<file path="config.mk">
export PLATFORM = sky130hd
export DESIGN_NAME = muldiv_sequencer
export DESIGN_NICKNAME = d
export VERILOG_FILES = /design/src/rtl/muldiv_sequencer.sv
export SDC_FILE = /design/constraint.sdc
export NUM_CORES = 1
export LEC_CHECK = 0
export BUFFER_PORTS_ARGS = -buffer_cell sky130_fd_sc_hd__buf_2
export CORE_ASPECT_RATIO = 1.5
export CORE_UTILIZATION = 50
export DETAILED_ROUTE_END_ITERATION = 10
export PLACE_DENSITY_LB_ADDON = 0.15
export SLEW_MARGIN = 20
export SYNTH_ARGS = -nofsm -noshare
export SYNTH_HDL_FRONTEND = slang
export SYNTH_SLANG_ARGS = --single-unit
</file>
<file path="constraint.sdc">
create_clock -name clk -period 4.2 [get_ports clk]
set_clock_uncertainty 0.1 [all_clocks]
set_input_delay 0.21 -clock clk [delete_from_list [all_inputs] [get_ports clk]]
set_output_delay 0.21 -clock clk [all_outputs]
set_load 0.05 [all_outputs]
</file>
<file path="src/rtl/muldiv_sequencer.sv">
// Iterative RV32M multiply/divide sequencer: shift-add multiply or restoring divide over XLEN
// cycles, then a one-cycle sign fixup. Divide-by-zero and signed overflow complete immediately.
module muldiv_sequencer #(
  parameter int XLEN  = 32,
  parameter int CNT_W = 6
) (
  input  logic            clk,
  input  logic            rst,
  input  logic            req_valid,
  output logic            req_ready,
  input  logic [2:0]      func3,
  input  logic [XLEN-1:0] operand1,
  input  logic [XLEN-1:0] operand2,
  input  logic            flush,
  output logic            busy,
  output logic            resp_valid,
  output logic [XLEN-1:0] result,
  output logic [1:0]      fsm_state
);

  // Handshake: a request is taken on a cycle where req_valid & req_ready & ~flush; the
  // response is a single-cycle resp_valid pulse, and result holds until the next accept.
  typedef enum logic [1:0] {IDLE, CALC, FIXUP, DONE} state_t;

  localparam logic [CNT_W-1:0] LAST = CNT_W'(XLEN - 1);

  state_t              state, state_next;
  logic [2:0]          op_q;
  logic                neg_prod_q, neg_quo_q, neg_rem_q;
  logic [XLEN-1:0]     b_mag_q;
  logic [2*XLEN-1:0]   acc_q;
  logic [CNT_W-1:0]    count_q;

  logic                accept, a_signed, b_signed, a_neg, b_neg;
  logic [XLEN-1:0]     a_mag, b_mag;
  logic                div_zero, div_ovf, special;
  logic [XLEN-1:0]     special_result;

  logic [XLEN:0]       mul_sum;
  logic [2*XLEN-1:0]   mul_next, div_next, prod;
  logic [XLEN:0]       rem_sh;
  logic [XLEN-1:0]     diff, quo, rem, fix_result;

  assign req_ready  = (state == IDLE) & ~rst;
  assign busy       = (state != IDLE);
  assign resp_valid = (state == DONE) & ~flush & ~rst;
  assign fsm_state  = state;
  assign accept     = req_valid & req_ready & ~flush;

  // Operand signedness by op: MULH/DIV/REM both signed, MULHSU only rs1.
  assign a_signed = (func3 == 3'b001) | (func3 == 3'b010) | (func3 == 3'b100) | (func3 == 3'b110);
  assign b_signed = (func3 == 3'b001) | (func3 == 3'b100) | (func3 == 3'b110);
  assign a_neg    = a_signed & operand1[XLEN-1];
  assign b_neg    = b_signed & operand2[XLEN-1];
  assign a_mag    = a_neg ? (~operand1 + 1'b1) : operand1;
  assign b_mag    = b_neg ? (~operand2 + 1'b1) : operand2;

  assign div_zero = (operand2 == '0);
  assign div_ovf  = ((func3 == 3'b100) | (func3 == 3'b110)) &
                    (operand1 == {1'b1, {(XLEN-1){1'b0}}}) & (operand2 == '1);
  assign special  = func3[2] & (div_zero | div_ovf);

  always_comb begin
    special_result = '0;
    if (div_zero) special_result = func3[1] ? operand1 : '1;
    else          special_result = func3[1] ? '0 : operand1;
  end

  // Multiply step: acc = {product_high, multiplier}; b_mag_q holds the multiplicand.
  assign mul_sum  = {1'b0, acc_q[2*XLEN-1:XLEN]} + (acc_q[0] ? {1'b0, b_mag_q} : '0);
  assign mul_next = {mul_sum, acc_q[XLEN-1:1]};

  // Divide step: acc = {remainder, quotient}; b_mag_q holds the divisor.
  assign rem_sh   = acc_q[2*XLEN-1:XLEN-1];
  assign diff     = rem_sh[XLEN-1:0] - b_mag_q;
  assign div_next = (rem_sh >= {1'b0, b_mag_q}) ? {diff, acc_q[XLEN-2:0], 1'b1}
                                                 : {acc_q[2*XLEN-2:0], 1'b0};

  assign prod = neg_prod_q ? (~acc_q + 1'b1) : acc_q;
  assign quo  = neg_quo_q ? (~acc_q[XLEN-1:0] + 1'b1) : acc_q[XLEN-1:0];
  assign rem  = neg_rem_q ? (~acc_q[2*XLEN-1:XLEN] + 1'b1) : acc_q[2*XLEN-1:XLEN];

  always_comb begin
    fix_result = '0;
    case (op_q)
      3'b000:                 fix_result = prod[XLEN-1:0];
      3'b001, 3'b010, 3'b011: fix_result = prod[2*XLEN-1:XLEN];
      3'b100, 3'b101:         fix_result = quo;
      default:                fix_result = rem;
    endcase
  end

  always_comb begin
    state_next = state;
    case (state)
      IDLE:    if (accept) state_next = special ? DONE : CALC;
      CALC:    if (count_q == LAST) state_next = FIXUP;
      FIXUP:   state_next = DONE;
      default: state_next = IDLE;
    endcase
    if (flush) state_next = IDLE;
  end

  always_ff @(posedge clk) begin
    if (rst) begin
      state      <= IDLE;
      result     <= '0;
      count_q    <= '0;
      acc_q      <= '0;
      b_mag_q    <= '0;
      op_q       <= '0;
      neg_prod_q <= 1'b0;
      neg_quo_q  <= 1'b0;
      neg_rem_q  <= 1'b0;
    end else begin
      state <= state_next;
      case (state)
        IDLE: if (accept) begin
          op_q       <= func3;
          neg_prod_q <= a_neg ^ b_neg;
          neg_quo_q  <= a_neg ^ b_neg;
          neg_rem_q  <= a_neg;
          count_q    <= '0;
          b_mag_q    <= func3[2] ? b_mag : a_mag;
          acc_q      <= {{XLEN{1'b0}}, (func3[2] ? a_mag : b_mag)};
          if (special) result <= special_result;
        end
        CALC: begin
          acc_q   <= op_q[2] ? div_next : mul_next;
          count_q <= count_q + 1'b1;
        end
        FIXUP: if (!flush) result <= fix_result;
        default: ;
      endcase
    end
  end

endmodule

</file>
==> summary.txt <==
Place
  – Area after DPL: 16000 um^2
  – Hpwl dp: 45500 um
  – PortBufs: 107
  – Final RePlAce weighted congestion: 1.05

Synth
  – Synth unique cells: 78
  – Post-synth top area share: 18.9%
  – Asr flop ratio synth: 0%
  – Synthesized instance count: 2121
  – Mapped cell area: 14900 um^2
  – Register area share after synthesis: 18.9%
  – Leading area contributor after synthesis: dfxtp_1
  – Synth warnings: 0
  – Most frequent cell after synthesis: nor2_1
  – #FFs+latches synth: 141
  – Dominant cells by area after synthesis: dfxtp_1, ha_1, a21oi_1
  – Syn avg cell area: 7.04 um^2
  – Number of synthesized flops with an enable pin: 0
  – Most common flop cell mapped by yosys: dfxtp_1
  – Syn Nets: 2268
  – Top post-synthesis cells by count: nor2_1, nand2_1, a21oi_1

Floorplan
  – Chip Width: 143 um
  – Cell Rows: 77
  – Top Ports: 108
  – Die area: 30600 um^2
  – Die height: 214 um
  – Core box area: 29500 um^2
  – Initial Utilization: 50.7%

Power
  – VDD IR-drop max: 0.000279 V
  – Leakage power: 6.50 nW
  – Pwr/cell area: 264 nW/um^2

Finish
  – Fin nets: 2311
  – Area growth syn-to-layout: 11.4%
  – Share of layout cells above drive strength 1: 12.2%
  – Fin area: 16600 um^2
  – Fillers: 2937

STA
  – Slew HR: 5.95%
  – Final count of negative-setup-slack endpoints: 0
  – Unrepaired setup endpoints after global routing: no
  – Slew @ Worst Pin: 1.39 ns
  – Pins over their slew limit: 0
  – Setup TNS: 0 ns
  – Post-layout min period: 3.89 ns
  – Fmax: 0.257 GHz
  – Fin. Hold Viols: 0
  – Final period util: 92.6%

Global routing
  – Number of global-route vias before repair: 15600
  – Initial antenna violation count: 0
  – Pin count of the biggest net entering global routing: 92
  – First-pass GRT wire length: 90400 um
  – GR Util met1: 45.2%
  – Routing usage on met2: 64.3%
  – Met3 global-route usage: 6.92%
  – Congestion Overflow GR: 0
  – GRT Overall Usage: 39.4%
  – Grt peak-use layer: met2

Worst setup path
  – Critical path arrival: 4.14 ns
  – Crit path buffers/inverters: 2
  – Crit-path cells: inv_1 -> ha_1 -> inv_1 -> fa_1 -> a21oi_1 -> o211ai_1 -> a211oi_1 -> nor4_1 -> o31ai_1 -> a21boi_0 -> or3_1 -> a211o_1 -> a22o_1
  – Worst setup EP type: flip-flop
  – Top cell family by delay on the critical path: compound AO/OA/AOI/OAI gates
  – Most used cell, CP: inv_1
  – CP required: 4.45 ns
  – Critical path type: flip-flop to flip-flop
  – Critical path peak fanout: 4
  – Setup crit start kind: flip-flop
  – CP max stage delay: 0.48 ns
  – Slowest CP cell: a211oi_1

CTS
  – H-Tree Depth: 4
  – Clock Sinks: 141
  – Post-CTS setup buffers: 0
  – TritonCTS Buffers: 17
  – Clk slew on worst S/H paths: 0.06 ns
  – TritonCTS clock tree: built
  – Skew-Pair Late Insertion Delay: 0.47 ns
  – Root Driver: clkbuf_16
  – Max clock buf depth: 2

Route
  – Antenna viol nets, final: 0
  – Final wirelength: 59200 um
  – Residual DRC: 0
  – 1st-pass router iterations: 5
  – DRT iter0 DRCs: 1453
  – WL/cell: 23.0 um
  – Vias/cell: 6.46
  – DR vias: 16600

Job
  – Max-cap violations: 0

Status
  – Status: complete, no violations

Worst hold path
  – Hold Crit Class: input port to flip-flop
## through the flow
step	total power [mW]	util, %	setup slack, ns	instances	hold WS (ns)
6_report	4.40	56.5	0.312	2572	0.138
3_5_place_dp	2.80	54.3	0.322	2537	0.344
3_3_place_gp	2.79	54.3	0.364	2537	0.341
5_1_grt	4.57	56.5	0.0697	2571	0.157
4_1_cts	4.38	56.4	0.304	2571	0.108
2_1_floorplan	2.34	-	0.621	2121	0.187
## repair_timing
item | in CTS | in global routing
endpoints found under the hold margin | 4 | 0
hold buffers | 3 | 0
endpoints found under the setup margin | 0 | 4
resized for setup | 0 | 4
## layout make-up
type	count	area [um^2]	share of cell area (%)
Multi-Input combinational cell	1744	11300	67.9
Sequential cell	141	2820	17.0
Tap cell	395	494	2.97
Clock inverter	13	153	0.917
Inverter	75	282	1.69
Timing Repair Buffer	185	1140	6.87
Antenna cell	1	2.50	0.0150
Clock buffer	18	439	2.64
## power by group
group	internal, mW	switching [mW]	total (mW)
Combinational	0.493	0.871	1.36
Sequential	1.38	0.0655	1.44
Clock	0.900	0.690	1.59
Total	2.77	1.63	4.40
## layer usage
metal,routed length [um],vias up
met1,23100,7820
met4,4830,0
met2,27400,734
met3,3890,213
li1,-,7857
met5,0,-
## sequential cells by signal, summed over array words and instances (netlist names)
| register | flops |
|---|---|
| count_q | 6 |
| fsm_state | 2 |
| result | 32 |
| neg_rem_q | 1 |
| op_q | 3 |
| acc_q | 64 |
| b_mag_q | 32 |
| neg_quo_q | 1 |
## final timing paths
path                                         startpoint                       end  slack [ns]  depth (start not counted)
worst max-delay path             acc_q[31]$_SDFFE_PP0P_    acc_q[56]$_SDFFE_PP0P_        0.31                         13
worst min-delay path                       operand2[24]  b_mag_q[24]$_SDFFE_PP0P_        0.14                          4
worst max register to register   acc_q[31]$_SDFFE_PP0P_    acc_q[56]$_SDFFE_PP0P_        0.31                         13
worst min register to register  result[23]$_SDFFE_PP0P_   result[23]$_SDFFE_PP0P_        0.35                          2
## cells by family (layout without fill, tap and decap cells)
group / after synthesis / after routing / share of synthesized area (%)
simple gates: 730 / 730 / 23.2
mux: 62 / 62 / 4.29
compound gates: 676 / 676 / 29.1
other cells: 0 / 1 / 0
buf+inv: 236 / 291 / 6.02
xor+xnor: 171 / 171 / 10.0
flops: 141 / 141 / 18.9
fa+ha+maj: 105 / 105 / 8.41
## placed cells by master (no fill, tap or decap), types with 21 or more instances in the layout
cell type,n
ha_1,73
xor2_1,81
o31ai_1,28
nand2_1,197
nand3_1,37
o221ai_1,21
xnor2_1,90
inv_1,73
nand4_1,24
o21ai_0,143
nor2_1,241
nor3_1,75
o211ai_1,47
a31oi_1,26
or3_1,22
buf_2,106
buf_4,75
a21oi_1,182
a211oi_1,59
mux2i_1,46
dfxtp_1,140
a21o_1,38
maj3_1,29
## worst register-to-register path: stages (launching register included)
cell      delay (ns)
dfxtp_1         0.41
inv_1           0.20
ha_1            0.22
inv_1           0.06
fa_1            0.40
a21oi_1         0.25
o211ai_1        0.15
a211oi_1        0.48
nor4_1          0.19
o31ai_1         0.34
a21boi_0        0.17
or3_1           0.33
a211o_1         0.30
a22o_1          0.18
(Power assumes the default switching activity.)
